<file path="config.mk">
export PLATFORM = sky130hd
export DESIGN_NAME = stbus_rx_deframer
export DESIGN_NICKNAME = d
export VERILOG_FILES = /design/src/rtl/stbus_rx_deframer.sv
export SDC_FILE = /design/constraint.sdc
export NUM_CORES = 1
export LEC_CHECK = 0
export ABC_AREA = 0
export ABC_CLOCK_PERIOD_IN_PS = 1820
export BUFFER_PORTS_ARGS = -buffer_cell sky130_fd_sc_hd__buf_2
export CORE_MARGIN = 2
export CORE_UTILIZATION = 54
export CTS_CLUSTER_DIAMETER = 40
export DETAILED_ROUTE_END_ITERATION = 8
export HOLD_SLACK_MARGIN = 0.08
export PLACE_DENSITY = 0.75
export SYNTH_ARGS = -nofsm -noshare
export SYNTH_HDL_FRONTEND = slang
export SYNTH_SLANG_ARGS = --single-unit
</file>
<file path="constraint.sdc">
create_clock -name c4 -period 1.82 [get_ports c4]
set_clock_uncertainty 0.05 [all_clocks]
set_input_delay 0.364 -clock c4 [delete_from_list [all_inputs] [get_ports c4]]
set_output_delay 0.364 -clock c4 [all_outputs]
set_load 0.01 [all_outputs]
</file>
<file path="src/rtl/stbus_rx_deframer.sv">
// stbus_rx_deframer
//   ST-BUS receive deframer. Tracks the 512-cycle frame position from the f0
//   frame pulse, qualifies frame alignment with a HUNT/CHECK/LOCK machine,
//   extracts one TDM channel (CH_SEL) byte per frame and queues it in a small
//   byte FIFO for a CPU reader.
//
// Parameters
//   CH_SEL      TDM channel (0..31) to extract
//   FIFO_DEPTH  byte FIFO depth, power of two, 2..16
//
// Ports
//   c4            4.096 MHz ST-BUS clock, rising edge
//   reset_in_rg   asynchronous active-high reset
//   f0            active-low frame pulse
//   data_from_dt  serial TDM data, MSB first, two c4 cycles per bit
//   rd_en         pop request (ignored while empty)
//   ovf_clr       clear sticky overflow flag
//   rd_data       FIFO head byte (0 while empty)
//   rd_valid      FIFO non-empty
//   locked        frame alignment is locked
//   frame_err     one-cycle pulse on a framing violation
//   ovf           sticky, set when a byte is dropped on a full FIFO
//   cpu_int       registered (rd_valid | ovf)
//   drop_cnt      saturating dropped-byte count (only with STBUS_RX_DROPCNT_EN)
//
// Build option
//   STBUS_RX_DROPCNT_EN  adds the drop_cnt output and its counter.

module stbus_rx_deframer #(
  parameter int unsigned CH_SEL     = 0,
  parameter int unsigned FIFO_DEPTH = 4
) (
  input  logic       c4,
  input  logic       reset_in_rg,
  input  logic       f0,
  input  logic       data_from_dt,
  input  logic       rd_en,
  input  logic       ovf_clr,
  output logic [7:0] rd_data,
  output logic       rd_valid,
  output logic       locked,
  output logic       frame_err,
  output logic       ovf,
  output logic       cpu_int
`ifdef STBUS_RX_DROPCNT_EN
  ,
  output logic [7:0] drop_cnt
`endif
);

  localparam int unsigned AW = $clog2(FIFO_DEPTH);
  localparam logic [4:0]  ChSel = 5'(CH_SEL);

  localparam logic [1:0] StHunt  = 2'd0;
  localparam logic [1:0] StCheck = 2'd1;
  localparam logic [1:0] StLock  = 2'd2;

  logic [8:0]    cnt_q, cnt_d;
  logic [7:0]    sr_q, sr_d;
  logic [1:0]    state_q, state_d;
  logic          frame_err_q, frame_err_d;
  logic          ovf_q, ovf_d;
  logic          cpu_int_q, cpu_int_d;
  logic [AW:0]   wr_ptr_q, wr_ptr_d;
  logic [AW:0]   rd_ptr_q, rd_ptr_d;
  logic [7:0]    mem_q [FIFO_DEPTH];
  logic [7:0]    mem_d [FIFO_DEPTH];

  logic          f0_low;
  logic          cnt_end;
  logic          phase;
  logic [7:0]    new_byte;
  logic          wr_req;
  logic          empty;
  logic          full;
  logic          pop;
  logic          push;
  logic          drop;
  logic [AW-1:0] wr_idx;
  logic [AW-1:0] rd_idx;

  assign f0_low  = ~f0;
  assign cnt_end = (cnt_q == 9'd511);
  assign phase   = cnt_q[0];

  // Byte completed at this edge includes the bit being sampled now.
  assign new_byte = {sr_q[6:0], data_from_dt};

  // The shift register always holds the last eight sampled bits, and a write
  // happens only at bit 7 of the selected channel while already locked. Any
  // cnt reset or state change restarts the channel from bit 0, so a cut-off
  // partial byte can never reach the FIFO.
  assign wr_req = (state_q == StLock) && (cnt_q[8:4] == ChSel) &&
                  (cnt_q[3:1] == 3'd7) && phase;

  assign wr_idx = wr_ptr_q[AW-1:0];
  assign rd_idx = rd_ptr_q[AW-1:0];
  assign empty  = (wr_ptr_q == rd_ptr_q);
  assign full   = (wr_ptr_q[AW] != rd_ptr_q[AW]) && (wr_idx == rd_idx);
  assign pop    = rd_en & ~empty;
  // When full, a simultaneous pop frees the head slot that the write reuses.
  assign push   = wr_req & (~full | pop);
  assign drop   = wr_req & full & ~pop;

  // Frame position counter.
  always_comb begin
    cnt_d = f0_low ? 9'd0 : cnt_q + 9'd1;
  end

  always_comb begin
    sr_d = sr_q;
    if (phase) begin
      sr_d = new_byte;
    end
  end

  // Alignment state machine.
  always_comb begin
    state_d     = state_q;
    frame_err_d = 1'b0;
    case (state_q)
      StHunt: begin
        if (f0_low) begin
          state_d = StCheck;
        end
      end
      StCheck: begin
        if (f0_low) begin
          if (cnt_end) begin
            state_d = StLock;
          end else begin
            frame_err_d = 1'b1;
          end
        end else if (cnt_end) begin
          state_d = StHunt;
        end
      end
      StLock: begin
        if (f0_low) begin
          if (!cnt_end) begin
            state_d     = StCheck;
            frame_err_d = 1'b1;
          end
        end else if (cnt_end) begin
          state_d     = StHunt;
          frame_err_d = 1'b1;
        end
      end
      default: state_d = StHunt;
    endcase
  end

  // FIFO next state.
  always_comb begin
    mem_d    = mem_q;
    wr_ptr_d = wr_ptr_q;
    rd_ptr_d = rd_ptr_q;
    if (push) begin
      mem_d[wr_idx] = new_byte;
      wr_ptr_d      = wr_ptr_q + 1'b1;
    end
    if (pop) begin
      rd_ptr_d = rd_ptr_q + 1'b1;
    end
  end

  // A coincident drop wins over ovf_clr.
  always_comb begin
    ovf_d     = drop | (ovf_q & ~ovf_clr);
    cpu_int_d = rd_valid | ovf_q;
  end

  always_ff @(posedge c4 or posedge reset_in_rg) begin
    if (reset_in_rg) begin
      cnt_q       <= 9'd0;
      sr_q        <= 8'd0;
      state_q     <= StHunt;
      frame_err_q <= 1'b0;
      ovf_q       <= 1'b0;
      cpu_int_q   <= 1'b0;
      wr_ptr_q    <= '0;
      rd_ptr_q    <= '0;
      for (int i = 0; i < FIFO_DEPTH; i++) begin
        mem_q[i] <= 8'd0;
      end
    end else begin
      cnt_q       <= cnt_d;
      sr_q        <= sr_d;
      state_q     <= state_d;
      frame_err_q <= frame_err_d;
      ovf_q       <= ovf_d;
      cpu_int_q   <= cpu_int_d;
      wr_ptr_q    <= wr_ptr_d;
      rd_ptr_q    <= rd_ptr_d;
      mem_q       <= mem_d;
    end
  end

`ifdef STBUS_RX_DROPCNT_EN
  logic [7:0] drop_cnt_q, drop_cnt_d;

  always_comb begin
    drop_cnt_d = drop_cnt_q;
    if (ovf_clr) begin
      drop_cnt_d = drop ? 8'd1 : 8'd0;
    end else if (drop && (drop_cnt_q != 8'hFF)) begin
      drop_cnt_d = drop_cnt_q + 8'd1;
    end
  end

  always_ff @(posedge c4 or posedge reset_in_rg) begin
    if (reset_in_rg) begin
      drop_cnt_q <= 8'd0;
    end else begin
      drop_cnt_q <= drop_cnt_d;
    end
  end

  assign drop_cnt = drop_cnt_q;
`endif

  assign rd_valid  = ~empty;
  assign rd_data   = empty ? 8'd0 : mem_q[rd_idx];
  assign locked    = (state_q == StLock);
  assign frame_err = frame_err_q;
  assign ovf       = ovf_q;
  assign cpu_int   = cpu_int_q;

endmodule

</file>
==> results.sh, run 1 <==
export IMPL_cp_start_kind="flip-flop"
export IMPL_tightest_slew_ps=440.2
export IMPL_hold_viol_final=0
export IMPL_fmax_mhz=474.6
export IMPL_gp_congestion=0.8339
export IMPL_p_leak_nw=1.692
export IMPL_die_width_um=76.67
export IMPL_final_cells=325
export IMPL_async_reset_ff_share_pct=100.0
export IMPL_violations="negative setup slack"
export IMPL_synthCells=206
export IMPL_core_region_area_um2=5107
export IMPL_routed_wl_um=5260
export IMPL_mappedNetlistArea_um2=2851
export IMPL_crit_arrival_ps=1690
export IMPL_gr_total_overflow=0
export IMPL_insertion_delay_ps=340
export IMPL_p_int_mw=2.807
export IMPL_grtUsageTotal_pct=18.86
export IMPL_rows=26
export IMPL_placed_cells=304
export IMPL_clockPowerShare_pct=33.0
export IMPL_yosysTopAreaCellShare_pct=51.78
export IMPL_hold_class="in -> reg"
export IMPL_power_density_nw_per_um2=1106
export IMPL_period_share_pct=115.8
export IMPL_drive_above_1_share_pct=50.59
export IMPL_crit_type="reg -> out"
export IMPL_dieArea_um2=5878
export IMPL_io_pins=19
export IMPL_hold_path_startpoint="ovf_clr"
export IMPL_tritoncts="built"
export IMPL_critPathRequiredTime_ps=1410
export IMPL_fin_nets=269
export IMPL_maxSlewHeadroom_pct=70.66
export IMPL_clk_pin_slew_ps=70
export IMPL_rsz0062_at_grt="true"
export IMPL_layout_setup_ws_ps=-286.8
export IMPL_cpPeakStageDelay_ps=490
export IMPL_comb_power_share_pct=26.2
export IMPL_fill_cells=359
export IMPL_ys_types=32
export IMPL_crit_family="multiplexers"
export IMPL_antenna_cells=0
export IMPL_status="complete, but fails checks"
export IMPL_clk_path_buf_depth=2
export IMPL_grt_pass1_vias=1720
export IMPL_setup_viol=9
export IMPL_area_growth_pct=25.01
export IMPL_synth_edf_count=0
export IMPL_slew_viol_final=0
export IMPL_initial_core_util_pct=55.83
export IMPL_syn_avg_cell_area_um2=13.84
export IMPL_yosys_warnings=0
export IMPL_ys_seq_area_share_pct=51.78
export IMPL_busiest_layer="met2"
export IMPL_worstPathCellList="clkbuf_16 > mux4_2 > and2_4 > buf_6"
export IMPL_p_total_mw=3.941
export IMPL_slowest_stage="mux4_2"
export IMPL_final_area_um2=3565
export IMPL_startpoint="rd_ptr_q[0]$_DFFE_PP0P_"
export IMPL_io_buffers=18
export IMPL_cts_root_buffer="clkbuf_8"
export IMPL_dr_total_vias=1749
export IMPL_placed_area_um2=3129
export IMPL_min_period_ps=2107
export IMPL_setup_tns_final_ps=-2194
export IMPL_grt_met1_usage_pct=25.12
export IMPL_synth_nets=224
export IMPL_maxCapViolations=0
export IMPL_drc=0
export IMPL_cts_made_buffers=9
export IMPL_viasPerCell=5.382
export IMPL_synth_main_ff_cell="dfrtp_1"
export IMPL_antenna_found_initial=0
export IMPL_crit_buf_inv=2
export IMPL_wire_per_inst_um=16.18
export IMPL_grt_use_met2_pct=28.60
export IMPL_dp_hpwl_um=3282
export IMPL_first_pass_iters=4
export IMPL_critPathMaxFanout=4
export IMPL_htreeDepth=3
export IMPL_die_h_um=76.67
export IMPL_met3_usage_pct=6.000
export IMPL_switching_power_mw=1.134
export IMPL_synth_area_leaders="dfrtp_1, mux2_2, mux4_2"
export IMPL_peakVddDrop_v=0.0008069
export IMPL_netSwitchingFraction_pct=28.78
export IMPL_r2r_start="cnt_q[1]$_DFF_PP0_"
export IMPL_drtAntennaViolNets=0
export IMPL_grt_pass1_wl_um=8231
export IMPL_yosysMostFrequentCell="dfrtp_1"
export IMPL_synth_top_area_cell="dfrtp_1"
export IMPL_dpl_worst_slack_ps=-38.62
export IMPL_p_seq_share_pct=40.8
export IMPL_synth_commonest_cells="dfrtp_1, mux2_2, ha_1"
export IMPL_cts_sinks=59
export IMPL_synth_seq_cells=59
export IMPL_critical_path_endpoint_type="output pin"
export IMPL_grt_max_degree=36
export IMPL_drt_iter0_drc=80
-- area by class of cell --
class / count / area (µm²) / area share (%)
clock buffer: 10 / 137.6 / 3.861
clock inverter: 5 / 77.57 / 2.176
inverter: 9 / 37.54 / 1.053
multi-input combinational: 132 / 1384 / 38.82
sequential: 59 / 1479 / 41.49
tap: 70 / 87.58 / 2.457
timing repair buffer: 40 / 361.6 / 10.14
-- power by group through the flow --
stage	registers (mW)	clock network (mW)	logic, mW
2_1_floorplan	1.59	0	0.593
3_3_place_gp	1.61	0	0.853
3_5_place_dp	1.61	0	0.864
4_1_cts	1.59	1.33	0.889
5_1_grt	1.63	1.38	1.13
6_report	1.61	1.30	1.03
-- stage by stage --
stage               utilization, %  hold WS [ps]
global placement             61.27         410.7
CTS                          66.78         148.5
detailed placement           61.27         414.5
finish                       69.79         167.0
global route                 69.79         176.2
floorplan                        -         413.0
-- per-layer routing --
metal,wire length [µm],up-vias
met5,0,-
met4,99,0
met3,166,9
met2,2520,34
met1,2473,883
li1,-,823
-- cell usage in the layout, fill, tap and decap left out, types with 2 or more instances in the layout --
master and count:
a21oi_1 2, and2_1 3, and2_4 7, buf_12 2, buf_2 10, buf_4 15
buf_6 11, bufinv_16 2, clkbuf_8 10, clkinv_2 2, clkinvlp_4 2, dfrtp_1 57
dfrtp_2 2, ha_1 10, inv_1 8, mux2_2 38, mux2_4 4, mux4_2 8
nand2_1 7, nand2b_1 2, nand3_1 4, nand3_4 5, nand4_1 2, nor2_1 8
nor2_2 2, o21ai_0 2, xnor2_1 6, xor2_1 5
-- repair_timing --
| item | 4_1_cts | 5_1_grt |
|---|---|---|
| setup endpoints to repair | 11 | 40 |
| hold endpoints to repair | 24 | 0 |
| buffers inserted | 0 | 4 |
| cloned | 0 | 1 |
| resized for setup | 13 | 23 |
| pin swaps | 1 | 11 |
| hold buffers | 1 | 0 |
-- logic make-up after synthesis --
family                   after synthesis  synth area share (%)
flip-flops                            59                 51.78
XOR/XNOR                              12                 3.686
buffers and inverters                 15                 2.896
adder cells (fa/ha/maj)               12                 5.265
multiplexers                          50                 23.30
AND/OR/NAND/NOR                       49                 11.19
AO/OA/AOI/OAI                          9                 1.887
-- registers in the layout, indices dropped and copies added, names as in the netlist --
| signal | flops |
|---|---|
| sr_q | 7 |
| state_q | 2 |
| cnt_q | 9 |
| cpu_int | 1 |
| frame_err | 1 |
| ovf | 1 |
| rd_ptr_q | 3 |
| wr_ptr_q | 3 |
| mem_q | 32 |
-- worst paths after layout --
check                                          to  slack (ps)  cells after the start
setup / recovery                       rd_data[5]        -290                      4
hold reg to reg                 cpu_int$_DFF_PP0_         430                      2
min in group asynchronous   mem_q[25]$_DFFE_PP0P_         610                      4
max in group asynchronous      cnt_q[2]$_DFF_PP0_         730                      4
setup reg to reg           state_q[1]$_DFFE_PP0P_          30                      9
hold / removal                      ovf$_DFF_PP0_         170                      2
-- worst register-to-register path: cells and delay by family (launching register included) --
| family | cells | cell delay [ps] |
|---|---|---|
| compound gates | 2 | 260 |
| fa+ha+maj | 2 | 390 |
| buf+inv | 2 | 270 |
| flops | 1 | 420 |
| simple gates | 3 | 310 |
Power figures use the tool's default switching activity.
==> run 2, diff against run 1 <==
Settings changed: PLACE_DENSITY 0.75 to not set, PLACE_DENSITY_LB_ADDON set to 0.08, RECOVER_POWER set to 25.
==> results.sh, run 2 (synthesis gave the netlist of run 1 again) <==
export IMPL_p_total_mw=3.770
export IMPL_tritoncts="built"
export IMPL_tightest_slew_ps=1092
export IMPL_min_period_ps=2089
export IMPL_dr_total_vias=1779
export IMPL_worstSetupEndpoint="rd_data[6]"
export IMPL_met2_length_um=2863
export IMPL_r2r_cells=5
export IMPL_rows=26
export IMPL_gp_congestion=0.7577
export IMPL_status="complete, but fails checks"
export IMPL_power_density_nw_per_um2=1047
export IMPL_dr_wl_met3_um=136
export IMPL_fmax_mhz=478.6
export IMPL_insertion_delay_ps=330
export IMPL_antenna_cells=0
export IMPL_grtUsageTotal_pct=20.86
export IMPL_violations="negative setup slack"
export IMPL_hold_viol_final=0
export IMPL_largest_register_ffs=32
export IMPL_p_leak_nw=1.746
export IMPL_cts_root_buffer="clkbuf_8"
export IMPL_io_pins=19
export IMPL_critPathMaxFanout=4
export IMPL_top_layer="met4"
export IMPL_viasPerCell=5.440
export IMPL_initial_core_util_pct=55.83
export IMPL_top_register="mem_q"
export IMPL_layout_setup_ws_ps=-269.4
export IMPL_final_cells=327
export IMPL_largestRegisters="mem_q: 32 flops, cnt_q: 9 flops, sr_q: 7 flops"
export IMPL_r2r_slack_ps=-40
export IMPL_routed_wl_um=5870
export IMPL_grt_max_degree=38
export IMPL_crit_type="reg -> out"
export IMPL_layout_commonest_cell="dfrtp_1"
export IMPL_maxCapViolations=0
export IMPL_dieArea_um2=5878
export IMPL_antenna_found_initial=0
export IMPL_r2r_start="cnt_q[6]$_DFF_PP0_"
export IMPL_drive_above_1_share_pct=49.81
export IMPL_wire_per_inst_um=17.95
export IMPL_reg2reg_to="mem_q[29]$_DFFE_PP0P_"
export IMPL_grt_pass1_wl_um=9280
export IMPL_rsz0062_at_grt="true"
export IMPL_period_share_pct=114.8
export IMPL_slew_viol_final=0
export IMPL_cp_start_kind="flip-flop"
export IMPL_cts_made_buffers=9
export IMPL_drt_iter0_drc=103
export IMPL_io_buffers=18
export IMPL_grt_pass1_vias=1880
export IMPL_critical_path_endpoint_type="output pin"
export IMPL_setup_viol=33
export IMPL_core_region_area_um2=5107
export IMPL_gr_total_overflow=0
export IMPL_drc=0
export IMPL_clk_path_buf_depth=2
export IMPL_wl_met1_um=2791
export IMPL_dp_hpwl_um=3675
export IMPL_critPathRequiredTime_ps=1410
export IMPL_peakVddDrop_v=0.0007370
export IMPL_placed_cells=304
export IMPL_startpoint="rd_ptr_q[0]$_DFFE_PP0P_"
export IMPL_crit_arrival_ps=1680
export IMPL_die_h_um=76.67
export IMPL_mostFrequentLayoutCells="dfrtp_1, mux2_4, mux2_2"
export IMPL_clk_pin_slew_ps=60
export IMPL_die_width_um=76.67
export IMPL_maxSlewHeadroom_pct=26.83
export IMPL_area_growth_pct=26.33
export IMPL_hold_class="in -> reg"
export IMPL_first_pass_iters=4
export IMPL_fin_nets=272
export IMPL_drtAntennaViolNets=0
export IMPL_cts_sinks=59
export IMPL_htreeDepth=3
-- run 2: cell types whose count changed in the layout (fill, tap and decap cells not counted), moves of 2 or more --
cell,delta
mux2_4,+21
dfrtp_2,-2
buf_2,+3
dfrtp_1,+2
clkinv_2,-2
mux2_2,-21
clkbuf_8,+3
buf_6,-2
bufinv_16,-2
-- run 2: metal layers --
| layer | up-vias | global-route usage (%) |
|---|---|---|
| li1 | 826 | - |
| met1 | 922 | 28.29 |
| met2 | 22 | 32.11 |
| met3 | 9 | 5.059 |
| met4 | 0 | 9.273 |
| met5 | - | 0 |
-- run 2: what timing repair did --
| item | CTS | global route |
|---|---|---|
| endpoints found under the hold margin | 22 | 0 |
| resized for setup | 12 | 41 |
| gates cloned | 0 | 1 |
| buffers inserted | 4 | 3 |
| endpoints found under the setup margin | 11 | 44 |
| hold buffers | 1 | 0 |
| pin swaps | 8 | 11 |
-- run 2: worst min-delay path by stage --
stage	startpoint	endpoint	slack [ps]	depth (start not counted)
3_3_place_gp	reset_in_rg	cpu_int$_DFF_PP0_	370	2
2_1_floorplan	reset_in_rg	cnt_q[0]$_DFF_PP0_	410	1
6_report	ovf_clr	ovf$_DFF_PP0_	170	2
5_1_grt	ovf_clr	ovf$_DFF_PP0_	160	2
3_5_place_dp	reset_in_rg	ovf$_DFF_PP0_	390	2
4_1_cts	ovf_clr	ovf$_DFF_PP0_	150	2
-- run 2: power by group --
group	switching (mW)	leakage [nW]	total (mW)	internal [mW]
Sequential	0.151	0.793	1.60	1.45
Clock	0.477	0.0936	1.10	0.628
Combinational	0.523	0.859	1.06	0.540
-- run 2: critical path: stages, from the launching register on --
cell	delay, ps
dfrtp_1	400
buf_6	150
mux4_2	510
and2_4	150
buf_2	130
-- run 2: metrics by stage --
stage	TNS (ps)	setup WS [ps]	hold WS, ps	util [%]	cell area (µm²)
2_1_floorplan	0	32.28	413.0	-	2855
3_3_place_gp	0	24.10	372.0	61.27	3129
3_5_place_dp	-82.70	-43.03	386.1	61.27	3129
4_1_cts	-2307	-277.9	150.4	66.63	3403
5_1_grt	-4420	-325.6	158.6	70.53	3602
6_report	-2798	-269.4	167.4	70.53	3602
-- run 2: layout make-up --
type,count,area (µm²)
Fill cell,363,1505
Sequential cell,59,1476
Multi-Input combinational cell,133,1469
Timing Repair Buffer,42,347.8
Clock buffer,13,178.9
Tap cell,70,87.58
Inverter,9,35.03
Clock inverter,1,7.507
==> run 3, diff against run 2 <==
Settings changed: CORE_MARGIN 2 to not set, GPL_ROUTABILITY_DRIVEN set to 0.
==> results.sh, run 3 (synthesis gave the netlist of run 1 again) <==
export IMPL_clk_pin_slew_ps=70
export IMPL_drtAntennaViolNets=0
export IMPL_p_leak_nw=1.698
export IMPL_hold_path_startpoint="ovf_clr"
export IMPL_hold_class="in -> reg"
export IMPL_reg2reg_to="state_q[1]$_DFFE_PP0P_"
export IMPL_drt_iter0_drc=100
export IMPL_critPathMaxFanout=8
export IMPL_routed_wl_um=5982
export IMPL_fin_nets=276
export IMPL_hold_viol_final=0
export IMPL_p_total_mw=3.869
export IMPL_mostFrequentLayoutCells="dfrtp_1, mux2_2, buf_4"
export IMPL_placed_area_um2=3142
export IMPL_dr_total_vias=1833
export IMPL_largest_register_ffs=32
export IMPL_viasPerCell=5.521
export IMPL_io_pins=19
export IMPL_layout_commonest_cell="dfrtp_1"
export IMPL_insertion_delay_ps=330
export IMPL_cts_root_buffer="clkbuf_8"
export IMPL_min_period_ps=2088
export IMPL_rows=26
export IMPL_die_width_um=74.67
export IMPL_status="complete, but fails checks"
export IMPL_maxSlewHeadroom_pct=29.33
export IMPL_dieArea_um2=5575
export IMPL_layout_setup_ws_ps=-268.1
export IMPL_slew_viol_final=0
export IMPL_final_area_um2=3551
export IMPL_wire_per_inst_um=18.02
export IMPL_setup_viol=9
export IMPL_largestRegisters="mem_q: 32 flops, cnt_q: 9 flops, sr_q: 7 flops"
export IMPL_fin_hold_ws_ps=165.8
export IMPL_dpl_worst_slack_ps=-50.32
export IMPL_tightest_slew_ps=1054
export IMPL_holdPathStages=2
export IMPL_fmax_mhz=478.9
export IMPL_r2r_cells=9
export IMPL_crit_arrival_ps=1670
export IMPL_rsz0062_at_grt="true"
export IMPL_die_h_um=74.67
export IMPL_grt_pass1_vias=1805
export IMPL_cts_made_buffers=9
export IMPL_grt_max_degree=24
export IMPL_violations="negative setup slack"
export IMPL_crit_type="reg -> out"
export IMPL_tritoncts="built"
export IMPL_drive_above_1_share_pct=50.38
export IMPL_power_density_nw_per_um2=1090
export IMPL_area_growth_pct=24.53
export IMPL_maxCapViolations=0
export IMPL_r2r_start="cnt_q[1]$_DFF_PP0_"
export IMPL_top_register="mem_q"
export IMPL_critical_path_endpoint_type="output pin"
export IMPL_antenna_cells=0
export IMPL_period_share_pct=114.7
export IMPL_cp_start_kind="flip-flop"
export IMPL_drc=0
export IMPL_r2r_slack_ps=30
export IMPL_startpoint="rd_ptr_q[0]$_DFFE_PP0P_"
export IMPL_worstSetupEndpoint="rd_data[7]"
export IMPL_initial_core_util_pct=55.83
export IMPL_grt_pass1_wl_um=9487
export IMPL_io_buffers=18
export IMPL_htreeDepth=3
export IMPL_antenna_found_initial=0
export IMPL_gr_total_overflow=0
export IMPL_core_region_area_um2=5107
export IMPL_dp_hpwl_um=3875
export IMPL_critPathRequiredTime_ps=1410
export IMPL_peakVddDrop_v=0.0005973
export IMPL_cts_sinks=59
export IMPL_fill_cells=381
export IMPL_clk_path_buf_depth=2
export IMPL_first_pass_iters=4
export IMPL_grtUsageTotal_pct=24.13
-- run 3: stage by stage --
stage	cells	utilization [%]	TNS [ps]
after detailed placement	304	61.51	-76.21
after floorplan	206	-	0
after global routing	332	69.52	-2859
after global placement	304	61.51	0
final	332	69.52	-2212
after CTS	325	67.93	-2567
-- run 3: layout make-up --
type                    count  area, µm²  share of cell area (%)
clock buffers              13      158.9                   4.475
multi-input cells         133       1369                   38.55
clock inverters             2      35.03                  0.9866
inverters                   9      35.03                  0.9866
flip-flops and latches     59       1479                   41.65
repair buffers             46      386.6                   10.89
well taps                  70      87.58                   2.467
-- run 3: critical path, stage by stage, from the launching register on --
cell and delay (ps):
dfrtp_2 450, buf_4 170, xnor2_4 140, nand3b_1 140, buf_6 170, and2_1 150
buf_2 130
-- run 3: per-layer routing --
| metal | GRT usage (%) | share of wire (%) | vias up |
|---|---|---|---|
| met5 | 0 | 0 | - |
| met4 | 7.757 | 0.85 | 0 |
| met3 | 6.024 | 2.8 | 6 |
| met2 | 38.44 | 51 | 37 |
| met1 | 32.85 | 45 | 962 |
| li1 | - | - | 828 |
-- run 3: worst min path at each step --
stage / to
after floorplan: cnt_q[0]$_DFF_PP0_
after global placement: rd_ptr_q[0]$_DFFE_PP0P_
after detailed placement: rd_ptr_q[0]$_DFFE_PP0P_
after CTS: ovf$_DFF_PP0_
after global routing: ovf$_DFF_PP0_
final: ovf$_DFF_PP0_
-- run 3: timing repair --
| item | 4_1_cts | 5_1_grt |
|---|---|---|
| gates resized for setup | 17 | 14 |
| setup endpoints to repair | 11 | 45 |
| hold endpoints to repair | 20 | 0 |
| setup buffers | 4 | 6 |
| hold buffers | 1 | 0 |
| gates cloned | 1 | 1 |
| pin swaps | 9 | 8 |
-- run 3: where the power goes --
part           switching [mW]  leakage (nW)  internal (mW)  total, mW
sequential              0.162         0.790           1.45       1.62
clock                   0.488        0.0995          0.699       1.19
combinational           0.498         0.808          0.568       1.07
